File: src/rtl/matrix_scan_sched.sv
// rtl/matrix_scan_sched.sv - 8x8 RGB matrix scan scheduler with per-frame collision detect
// Optional anti-ghosting blank cycle at each slot start: define SCAN_BLANKING_EN.
module matrix_scan_sched #(
    parameter int TICK_DIV = 50000
) (
    input  logic       CLK,
    input  logic       Clear,
    input  logic [7:0] player_row,
    input  logic [7:0] blue_row,
    input  logic [2:0] blue_col,
    input  logic [7:0] green_row,
    input  logic [2:0] green_col,
    input  logic       green_en,
    input  logic [1:0] mode,
    output logic [7:0] position_R,
    output logic [7:0] position_G,
    output logic [7:0] position_B,
    output logic [2:0] S,
    output logic       hit,
    output logic       frame_done
);

    localparam int CW = (TICK_DIV > 2) ? $clog2(TICK_DIV) : 1;
    localparam logic [CW-1:0] CNT_TOP = CW'(TICK_DIV - 1);

    localparam logic [2:0] ST_START = 3'd0;
    localparam logic [2:0] ST_P     = 3'd1;
    localparam logic [2:0] ST_B     = 3'd2;
    localparam logic [2:0] ST_G     = 3'd3;
    localparam logic [2:0] ST_WIN   = 3'd4;
    localparam logic [2:0] ST_LOSE  = 3'd5;
    localparam logic [2:0] ST_BLANK = 3'd6;

    // Active-high column patterns, byte n = column n
    localparam logic [63:0] WIN_PAT  = 64'h0E05050E_0F04040F;
    localparam logic [63:0] LOSE_PAT = 64'h06090906_0F04020F;

    logic [CW-1:0] cnt;
    logic          tick;
    logic [2:0]    state, state_nxt, col, col_nxt;
    logic [7:0]    pl_s, bl_s, gr_s;
    logic [2:0]    bc_s, gc_s;
    logic          gen_s, prev_c;
    logic [7:0]    pl_n, bl_n, gr_n;
    logic [2:0]    bc_n, gc_n;
    logic          last_slot, frame_start, c_now;
    logic [7:0]    r_d, g_d, b_d, pat;
    logic [2:0]    s_d;

    assign tick = (cnt == CNT_TOP);

    always_comb begin
        last_slot = 1'b0;
        case (state)
            ST_B:            last_slot = ~gen_s;
            ST_G, ST_BLANK:  last_slot = 1'b1;
            ST_WIN, ST_LOSE: last_slot = (col == 3'd7);
            default:         last_slot = 1'b0;
        endcase
    end

    assign frame_start = (state == ST_START) || (tick && last_slot);
    assign frame_done  = tick && last_slot;

    // Snapshot values that will be in force after this edge
    assign pl_n = frame_start ? player_row : pl_s;
    assign bl_n = frame_start ? blue_row   : bl_s;
    assign bc_n = frame_start ? blue_col   : bc_s;
    assign gr_n = frame_start ? green_row  : gr_s;
    assign gc_n = frame_start ? green_col  : gc_s;

    assign c_now = (mode == 2'b00) &
                   (((blue_col == 3'd0) & |(player_row & blue_row)) |
                    (green_en & (green_col == 3'd0) & |(player_row & green_row)));

    always_comb begin
        state_nxt = state;
        col_nxt   = col;
        if (frame_start) begin
            col_nxt = 3'd0;
            case (mode)
                2'b00:   state_nxt = ST_P;
                2'b01:   state_nxt = ST_WIN;
                2'b10:   state_nxt = ST_LOSE;
                default: state_nxt = ST_BLANK;
            endcase
        end else if (tick) begin
            case (state)
                ST_P:            state_nxt = ST_B;
                ST_B:            state_nxt = ST_G;
                ST_WIN, ST_LOSE: col_nxt = col + 3'd1;
                default:         state_nxt = state;
            endcase
        end
    end

    always_comb begin
        r_d = 8'hFF;
        g_d = 8'hFF;
        b_d = 8'hFF;
        s_d = 3'd0;
        pat = 8'h00;
        case (state_nxt)
            ST_P: r_d = ~pl_n;
            ST_B: begin
                b_d = ~bl_n;
                s_d = bc_n;
            end
            ST_G: begin
                g_d = ~gr_n;
                s_d = gc_n;
            end
            ST_WIN: begin
                pat = WIN_PAT[{col_nxt, 3'b000} +: 8];
                r_d = ~pat;
                g_d = ~pat;
                b_d = ~pat;
                s_d = col_nxt;
            end
            ST_LOSE: begin
                pat = LOSE_PAT[{col_nxt, 3'b000} +: 8];
                r_d = ~pat;
                if (col_nxt[2]) b_d = ~pat;
                else            g_d = ~pat;
                s_d = col_nxt;
            end
            default: s_d = 3'd0;
        endcase
    end

    always_ff @(posedge CLK or negedge Clear) begin
        if (!Clear) begin
            cnt        <= '0;
            state      <= ST_START;
            col        <= 3'd0;
            pl_s       <= 8'h00;
            bl_s       <= 8'h00;
            bc_s       <= 3'd0;
            gr_s       <= 8'h00;
            gc_s       <= 3'd0;
            gen_s      <= 1'b0;
            prev_c     <= 1'b0;
            hit        <= 1'b0;
            S          <= 3'd0;
            position_R <= 8'hFF;
            position_G <= 8'hFF;
            position_B <= 8'hFF;
        end else begin
            cnt   <= tick ? '0 : cnt + CW'(1);
            state <= state_nxt;
            col   <= col_nxt;
            if (frame_start) begin
                pl_s   <= player_row;
                bl_s   <= blue_row;
                bc_s   <= blue_col;
                gr_s   <= green_row;
                gc_s   <= green_col;
                gen_s  <= green_en;
                hit    <= c_now & ~prev_c;
                prev_c <= c_now;
            end else begin
                hit <= 1'b0;
            end
            S <= s_d;
`ifdef SCAN_BLANKING_EN
            if (frame_start || tick) begin
                position_R <= 8'hFF;
                position_G <= 8'hFF;
                position_B <= 8'hFF;
            end else begin
                position_R <= r_d;
                position_G <= g_d;
                position_B <= b_d;
            end
`else
            position_R <= r_d;
            position_G <= g_d;
            position_B <= b_d;
`endif
        end
    end

endmodule

File: config.mk
export PLATFORM = sky130hd
export DESIGN_NAME = matrix_scan_sched
export DESIGN_NICKNAME = d
export VERILOG_FILES = /design/src/rtl/matrix_scan_sched.sv
export SDC_FILE = /design/constraint.sdc
export NUM_CORES = 1
export LEC_CHECK = 0
export CAP_MARGIN = 5
export CORE_ASPECT_RATIO = 1.5
export CORE_MARGIN = 8
export CORE_UTILIZATION = 41
export DETAILED_ROUTE_END_ITERATION = 8
export PLACE_DENSITY = 0.66
export SYNTH_ARGS = -nofsm -noshare
export SYNTH_HDL_FRONTEND = slang
export SYNTH_SLANG_ARGS = --single-unit
File: constraint.sdc
create_clock -name CLK -period 2.7 [get_ports CLK]
set_input_delay 0.27 -clock CLK [delete_from_list [all_inputs] [get_ports CLK]]
set_output_delay 0.27 -clock CLK [all_outputs]
set_load 0.02 [all_outputs]
==> Implementation_results.wiki, run 1 <==
{| class="wikitable"
! Metric !! Value
|-
| Cell count after synthesis || 388
|-
| Synthesized cell area || 3870 sq um
|-
| Setup violators final || 0
|-
| Count of buffers inserted at the top-level ports || 63
|-
| CTS max path bufs || 2
|-
| Diodes inserted || 0
|-
| Number of buffers created by CTS || 9
|-
| Post-synthesis to final-layout area growth || 29.8%
|-
| Number of routed nets with antenna violations || 0
|-
| Latest clock arrival within the worst-skew pair || 0.34 ns
|-
| Root cell of the clock tree || sky130_fd_sc_hd__clkbuf_16
|-
| Clock transition time at the flip-flop clock pins of the worst setup and hold paths || 0.06 ns
|-
| Effective utilization at floorplan || 42.1%
|-
| Share of final-layout standard cells stronger than drive strength 1 || 18.9%
|-
| Violation count after the first detailed-routing iteration || 179
|-
| Worst Hold Margin || 0.0881 ns
|-
| Pin count of the biggest net entering global routing || 83
|-
| Boundary pin count || 64
|-
| Finished Core Util || 54.6%
|-
| Clock tree sinks || 82
|-
| Actual slew at the worst max-slew pin || 0.993 ns
|-
| 1st-pass router iterations || 4
|-
| Global-route congestion overflow total || 0
|-
| Share of the cycle needed by the critical path after routing || 92.2%
|-
| Element type at the critical path end || flop
|-
| Number of vias per cell after detailed routing || 5.35
|-
| All-layer global routing usage || 16.9%
|-
| Final HPWL from detailed placement || 7.52 mm
|-
| Number of filler instances in the final layout || 836
|-
| Row count || 43
|-
| Type of origin of the critical path || flop
|-
| Leakage dissipation || 2.22 nW
|-
| Number of global-route vias before repair || 3340
|-
| WP data required || 2.96 ns
|-
| Number of buffers inserted for hold repair after clock tree synthesis || 0
|-
| Pwr Density || 497 nW/um^2
|-
| H-Tree Level Count || 3
|-
| Worst setup margin || 0.211 ns
|-
| Largest cells by area after synthesis || sky130_fd_sc_hd__dfrtp_1 (37%), sky130_fd_sc_hd__dfstp_2 (16%), sky130_fd_sc_hd__nand2_1 (11%), sky130_fd_sc_hd__xor2_1 (2.0%), sky130_fd_sc_hd__a22oi_1 (1.7%)
|-
| Crit path kind || flop to flop
|-
| Slew HR || 33.8%
|-
| Wire length reported by the detailed router || 10.1 mm
|-
| Proportion of register bits with asynchronous set or reset after synthesis || 100%
|-
| Dpl cells || 566
|-
| Vias || 3120
|-
| Core region area || 9200 sq um
|-
| Die outline height || 135 um
|-
| IR drop worst, VDD || 0.000373 V
|-
| Pre-CTS worst setup slack || 0.0341 ns
|-
| Final clock skew || 0.0106 ns
|-
| Final hold violation count || 0
|-
| Max-cap violations || 0
|-
| Routed WL per cell || 17.3 um
|-
| Total power || 2.50 mW
|-
| Top cell type's share of synthesized area || 37.5%
|-
| Synthesis-stage register bit count || 82
|-
| Antenna violations before repair || 0
|-
| Post-route DRC violation count || 0
|-
| Cell accounting for the most synthesized area || sky130_fd_sc_hd__dfrtp_1
|-
| Final weighted congestion of routability-driven global placement || 0.848
|-
| Final max-slew violation count || 0
|-
| Result of the run || finished clean
|-
| Sequential fraction of the synthesis area || 53.8%
|-
| Shortest clock period the worst path allows after layout || 2.49 ns
|-
| Min-delay worst type || primary input to async pin
|-
| Number of synthesized flops with an enable pin || 0
|-
| First-pass GRT wire length || 16.9 mm
|-
| Ys flop type || sky130_fd_sc_hd__dfrtp_1
|-
| WP data arrival || 2.75 ns
|-
| Final #Nets || 506
|-
| Highest clock rate || 402 MHz
|-
| Worst-path maximum fanout || 20
|-
| Count of placed standard cells in the final layout, fillers left out || 583
|-
| Total placed instance area || 4710 sq um
|-
| Post-synth net total || 428
|-
| Accumulated negative setup slack || 0 ns
|-
| Synth Area per Inst || 9.98 sq um
|-
| Floorplan die width || 95.3 um
|-
| Distinct cells, synth || 63
|-
| Yosys synthesis warning count || 0
|-
| TritonCTS clock tree || done
|-
| Post-route design area || 5030 sq um
|-
| Die Area || 12900 sq um
|}
==> state kept, by name, indices dropped and copies added, names as in the netlist <==
name / count
cnt: 16
bl_s: 8
gr_s: 8
pl_s: 8
position_B: 8
position_G: 8
position_R: 8
S: 3
bc_s: 3
col: 3
gc_s: 3
state: 3
gen_s: 1
hit: 1
prev_c: 1
==> per-layer routing <==
metal,part of all wire [%],wire length (um),track usage [%]
met5,0,0,0
met4,2.1,209,7.06
met3,5.5,555,5.17
met2,52,5240,27.9
met1,40,4060,19.7
==> layout make-up <==
| type | instances | area, sq um | area share (%) |
|---|---|---|---|
| Inverter | 11 | 41.3 | 0.822 |
| Tap cell | 112 | 140 | 2.79 |
| Clock buffer | 10 | 229 | 4.56 |
| Multi-Input combinational cell | 278 | 1700 | 33.8 |
| Timing Repair Buffer | 84 | 785 | 15.6 |
| Clock inverter | 6 | 48.8 | 0.971 |
| Sequential cell | 82 | 2080 | 41.4 |
==> Yosys cell counts (all sizes together), types with 2 or more instances <==
cell type / n
a221oi: 2
nor2: 17
o32a: 2
dfstp: 24
or2: 2
nor4b: 4
nand2: 111
and4: 2
or3: 2
a22oi: 9
mux2: 5
a2bb2oi: 3
buf: 7
dfrtp: 58
xnor2: 6
nand3: 13
o31ai: 2
and2: 6
ha: 5
and3: 8
o21ai: 15
a22o: 4
nand2b: 4
xor2: 9
a21oi: 7
mux2i: 5
o22ai: 4
o221ai: 2
o21a: 2
inv: 11
nor3: 2
o211ai: 4
clkbuf: 10
and4bb: 2
nand4: 3
==> critical path, stage by stage, from the launching register on <==
cell	delay [ns]
sky130_fd_sc_hd__dfrtp_1	0.37
sky130_fd_sc_hd__ha_1	0.16
sky130_fd_sc_hd__ha_1	0.17
sky130_fd_sc_hd__a21oi_1	0.09
sky130_fd_sc_hd__a311o_2	0.44
sky130_fd_sc_hd__o21a_4	0.23
sky130_fd_sc_hd__buf_4	0.21
sky130_fd_sc_hd__o21ai_2	0.32
sky130_fd_sc_hd__mux2i_1	0.22
sky130_fd_sc_hd__a2bb2oi_1	0.20
==> layout by cell type, fill, tap and decap left out, types with 9 or more instances in the layout <==
master and count:
sky130_fd_sc_hd__a22oi_1 9, sky130_fd_sc_hd__buf_4 22, sky130_fd_sc_hd__clkbuf_16 9, sky130_fd_sc_hd__clkdlybuf4s50_1 61, sky130_fd_sc_hd__dfrtp_1 58, sky130_fd_sc_hd__dfstp_2 24, sky130_fd_sc_hd__inv_1 10, sky130_fd_sc_hd__nand2_1 110
sky130_fd_sc_hd__nand3_1 13, sky130_fd_sc_hd__nor2_1 16, sky130_fd_sc_hd__o21ai_0 12, sky130_fd_sc_hd__xor2_1 9
==> power breakdown <==
group / total (mW) / switching, mW / internal, mW / leakage, nW
clock: 1.14 / 0.513 / 0.631 / 0.126
sequential: 1.24 / 0.00105 / 1.24 / 0.865
combinational: 0.115 / 0.0559 / 0.0586 / 1.22
==> logic make-up after synthesis <==
logic type | after synthesis | synth area share, %
buffers and inverters | 28 | 3.20
multiplexers | 10 | 2.75
flip-flops | 82 | 53.8
AO/OA/AOI/OAI | 67 | 13.5
XOR/XNOR | 15 | 3.39
adder cells (fa/ha/maj) | 5 | 1.62
AND/OR/NAND/NOR | 181 | 21.8
==> timing repair <==
| item | in CTS | in global routing |
|---|---|---|
| endpoints found under the setup margin | 2 | 11 |
| gates resized for setup | 2 | 6 |
| buffers inserted | 0 | 1 |
| pin swaps | 0 | 1 |
| hold endpoints to repair | 0 | 0 |
==> path summary, 6_finish.rpt <==
kind | slack (ns) | startpoint | end | depth (start not counted)
hold / removal | 0.09 | Clear | cnt[3]$_DFF_PN0_ | 1
setup / recovery | 0.21 | col[0]$_DFF_PN0_ | position_R[3]$_DFF_PN1_ | 9
setup reg to reg | 0.21 | col[0]$_DFF_PN0_ | position_R[3]$_DFF_PN1_ | 9
max in group asynchronous | 1.96 | Clear | col[0]$_DFF_PN0_ | 1
min in group CLK | 0.45 | prev_c$_DFFE_PN0N_ | hit$_DFF_PN0_ | 1
hold reg to reg | 0.45 | prev_c$_DFFE_PN0N_ | hit$_DFF_PN0_ | 1
(Power assumes the default switching activity.)
==> run 2, diff against run 1 <==
- PLACE_DENSITY: 0.66 -> 0.68
- clock period: 2.7 -> 2.57 ns (I/O delays scaled with it)
==> run 2 against run 1 <==
Routed wire length shrank 1.1%. Critical path type unchanged. Largest power group is now the clock network. Fmax grew 3.6%. Utilization increased by 0.83 points. Clock power increased by 15%. Worst hold slack got worse by 0.032 ns.
==> Implementation_results.wiki, run 2 (same netlist as run 1, synthesis figures left out) <==
{| class="wikitable"
! Metric !! Value
|-
| Vias || 3134 (was 3120)
|-
| Switching pwr || 590 uW (was 570 uW)
|-
| Wire length reported by the detailed router || 9.95 mm (was 10.1 mm)
|-
| Post-route DRC violation count || 0 (unchanged)
|-
| Pin count of the biggest net entering global routing || 80 (was 83)
|-
| Min-delay worst type || primary input to async pin (unchanged)
|-
| Comb pwr share || 4.5% (was 4.6%)
|-
| Sw frac || 21.6% (was 22.8%)
|-
| Largest register FFs || 16 (unchanged)
|-
| TritonCTS clock tree || done (unchanged)
|-
| Global-route congestion overflow total || 0 (unchanged)
|-
| Final max-slew violation count || 0 (unchanged)
|-
| Number of global-route vias before repair || 3249 (was 3340)
|-
| Internal cell power || 2.15 mW (was 1.93 mW)
|-
| Total power || 2.74 mW (was 2.50 mW)
|-
| 1st-pass router iterations || 4 (unchanged)
|-
| Antenna violations before repair || 0 (unchanged)
|-
| Final clock skew || 0.00907 ns (was 0.0106 ns)
|-
| Latest clock arrival within the worst-skew pair || 0.35 ns (was 0.34 ns)
|-
| Leakage dissipation || 2.24 nW (was 2.22 nW)
|-
| Reg2Reg Capture Point || position_B[0]$_DFF_PN1_ (was position_R[3]$_DFF_PN1_)
|-
| WP data required || 2.83 ns (was 2.96 ns)
|-
| Die Area || 12900 sq um (unchanged)
|-
| Worst-path maximum fanout || 35 (was 20)
|-
| Row count || 43 (unchanged)
|-
| Worst reg2reg path depth || 9 (unchanged)
|-
| Shortest clock period the worst path allows after layout || 2.40 ns (was 2.49 ns)
|-
| Post-synthesis to final-layout area growth || 31.8% (was 29.8%)
|-
| Critical Path Start || col[0]$_DFF_PN0_ (unchanged)
|-
| Finished Core Util || 55.5% (was 54.6%)
|-
| All-layer global routing usage || 16.5% (was 16.9%)
|-
| Most frequent cells in the layout || sky130_fd_sc_hd__nand2_1 (110), sky130_fd_sc_hd__clkdlybuf4s50_1 (61), sky130_fd_sc_hd__dfrtp_1 (58) (unchanged)
|-
| Actual slew at the worst max-slew pin || 0.973 ns (was 0.993 ns)
|-
| Post-route design area || 5100 sq um (was 5030 sq um)
|-
| H-Tree Level Count || 3 (unchanged)
|-
| Crit path kind || flop to flop (unchanged)
|-
| Timing endpoint of the critical path || position_B[0]$_DFF_PN1_ (was position_R[3]$_DFF_PN1_)
|-
| Element type at the critical path end || flop (unchanged)
|-
| RR Startpoint || col[0]$_DFF_PN0_ (unchanged)
|-
| Top reg by flops || cnt (unchanged)
|-
| Clock tree sinks || 82 (unchanged)
|-
| Worst Hold Margin || 0.0561 ns (was 0.0881 ns)
|-
| Number of routed nets with antenna violations || 0 (unchanged)
|-
| Effective utilization at floorplan || 42.1% (unchanged)
|-
| Final HPWL from detailed placement || 7.40 mm (was 7.52 mm)
|-
| Share of final-layout standard cells stronger than drive strength 1 || 19.7% (was 18.9%)
|-
| Number of buffers created by CTS || 9 (unchanged)
|-
| Most frequent standard cell in the layout excluding fill and tap cells || sky130_fd_sc_hd__nand2_1 (unchanged)
|-
| Max-cap violations || 0 (unchanged)
|-
| Number of vias per cell after detailed routing || 5.36 (was 5.35)
|-
| Worst setup margin || 0.167 ns (was 0.211 ns)
|-
| First-pass GRT wire length || 16.1 mm (was 16.9 mm)
|-
| Final hold violation count || 0 (unchanged)
|-
| Share of the cycle needed by the critical path after routing || 93.5% (was 92.2%)
|-
| Pwr Density || 536 nW/um^2 (was 497 nW/um^2)
|-
| Setup violators final || 0 (unchanged)
|-
| Core region area || 9200 sq um (unchanged)
|-
| Result of the run || finished clean (unchanged)
|-
| Reg power frac || 47.5% (was 49.6%)
|-
| Slew HR || 35.1% (was 33.8%)
|-
| WP data arrival || 2.66 ns (was 2.75 ns)
|-
| Highest clock rate || 416 MHz (was 402 MHz)
|-
| CTS max path bufs || 2 (unchanged)
|-
| Boundary pin count || 64 (unchanged)
|-
| Pre-CTS worst setup slack || 0.0998 ns (was 0.0341 ns)
|-
| Root cell of the clock tree || sky130_fd_sc_hd__clkbuf_16 (unchanged)
|-
| Count of buffers inserted at the top-level ports || 63 (unchanged)
|-
| Number of buffers inserted for hold repair after clock tree synthesis || 0 (unchanged)
|-
| Register-to-register setup slack || 0.17 ns (was 0.21 ns)
|-
| Final weighted congestion of routability-driven global placement || 0.867 (was 0.848)
|-
| Die outline height || 135 um (unchanged)
|-
| Unrepaired setup endpoints after global routing || no
|-
| Diodes inserted || 0 (unchanged)
|-
| Type of origin of the critical path || flop (unchanged)
|-
| Post-CTS setup-driven buffer insertion count || 0 (unchanged)
|-
| Clock transition time at the flip-flop clock pins of the worst setup and hold paths || 0.06 ns (about the same)
|-
| IR drop worst, VDD || 0.000365 V (was 0.000373 V)
|-
| Floorplan die width || 95.3 um (unchanged)
|-
| Routed WL per cell || 17.0 um (was 17.3 um)
|-
| Violation count after the first detailed-routing iteration || 156 (was 179)
|-
| Clock power frac || 48.0% (was 45.8%)
|-
| Final #Nets || 508 (was 506)
|-
| Total placed instance area || 4780 sq um (was 4710 sq um)
|}
## run 2: layout make-up
| class | instances | area [sq um] |
|---|---|---|
| fill | 806 | 4100 |
| sequential | 82 | 2080 |
| multi-input combinational | 278 | 1720 |
| timing repair buffer | 86 | 812 |
| clock buffer | 11 | 243 |
| tap | 112 | 140 |
| clock inverter | 5 | 62.6 |
| inverter | 11 | 43.8 |
## run 2: power groups by stage
| stage | logic (mW) | clock network, mW | registers, mW |
|---|---|---|---|
| floorplan | 0.0210 | 0 | 1.32 |
| global placement | 0.125 | 0 | 1.32 |
| detailed placement | 0.125 | 0 | 1.32 |
| CTS | 0.126 | 1.33 | 1.30 |
| global route | 0.135 | 1.40 | 1.30 |
| finish | 0.123 | 1.31 | 1.30 |
## run 2: worst min path at each step
stage | start | endpoint | slack, ns | cells after the start
3_3_place_gp | prev_c$_DFFE_PN0N_ | hit$_DFF_PN0_ | 0.43 | 1
4_1_cts | Clear | cnt[9]$_DFF_PN0_ | 0.12 | 1
3_5_place_dp | prev_c$_DFFE_PN0N_ | hit$_DFF_PN0_ | 0.44 | 1
6_report | Clear | cnt[3]$_DFF_PN0_ | 0.06 | 1
5_1_grt | Clear | cnt[3]$_DFF_PN0_ | 0.16 | 1
2_1_floorplan | Clear | S[0]$_DFF_PN0_ | -0.04 | 0
## run 2: stage by stage
step,instances,TNS [ns]
5_1_grt,585,0
3_5_place_dp,569,0
6_report,585,0
4_1_cts,585,0
2_1_floorplan,388,-0.0346
3_3_place_gp,569,0
## run 2: worst max-delay path, stage by stage, from the launching register on
cell and delay, ns:
sky130_fd_sc_hd__dfrtp_1 0.37, sky130_fd_sc_hd__ha_2 0.21, sky130_fd_sc_hd__ha_4 0.14, sky130_fd_sc_hd__a21oi_2 0.05, sky130_fd_sc_hd__a311o_2 0.43, sky130_fd_sc_hd__o21a_4 0.26, sky130_fd_sc_hd__buf_12 0.18, sky130_fd_sc_hd__o22ai_2 0.34
sky130_fd_sc_hd__o22ai_1 0.14, sky130_fd_sc_hd__a22oi_1 0.19
## run 2: what timing repair did
action,4_1_cts,5_1_grt
gates cloned,0,0
resized for setup,1,3
setup endpoints to repair,1,8
## run 2: per-layer routing
layer  GRT usage (%)  wire [um]  share of wire [%]  vias up
li1                -          -                  -     1511
met1            18.4       3980                 40     1518
met2            27.8       5140                 52       85
met3            4.33        505                5.1       20
met4            8.46        332                3.3        0
met5               0          0                  0        -
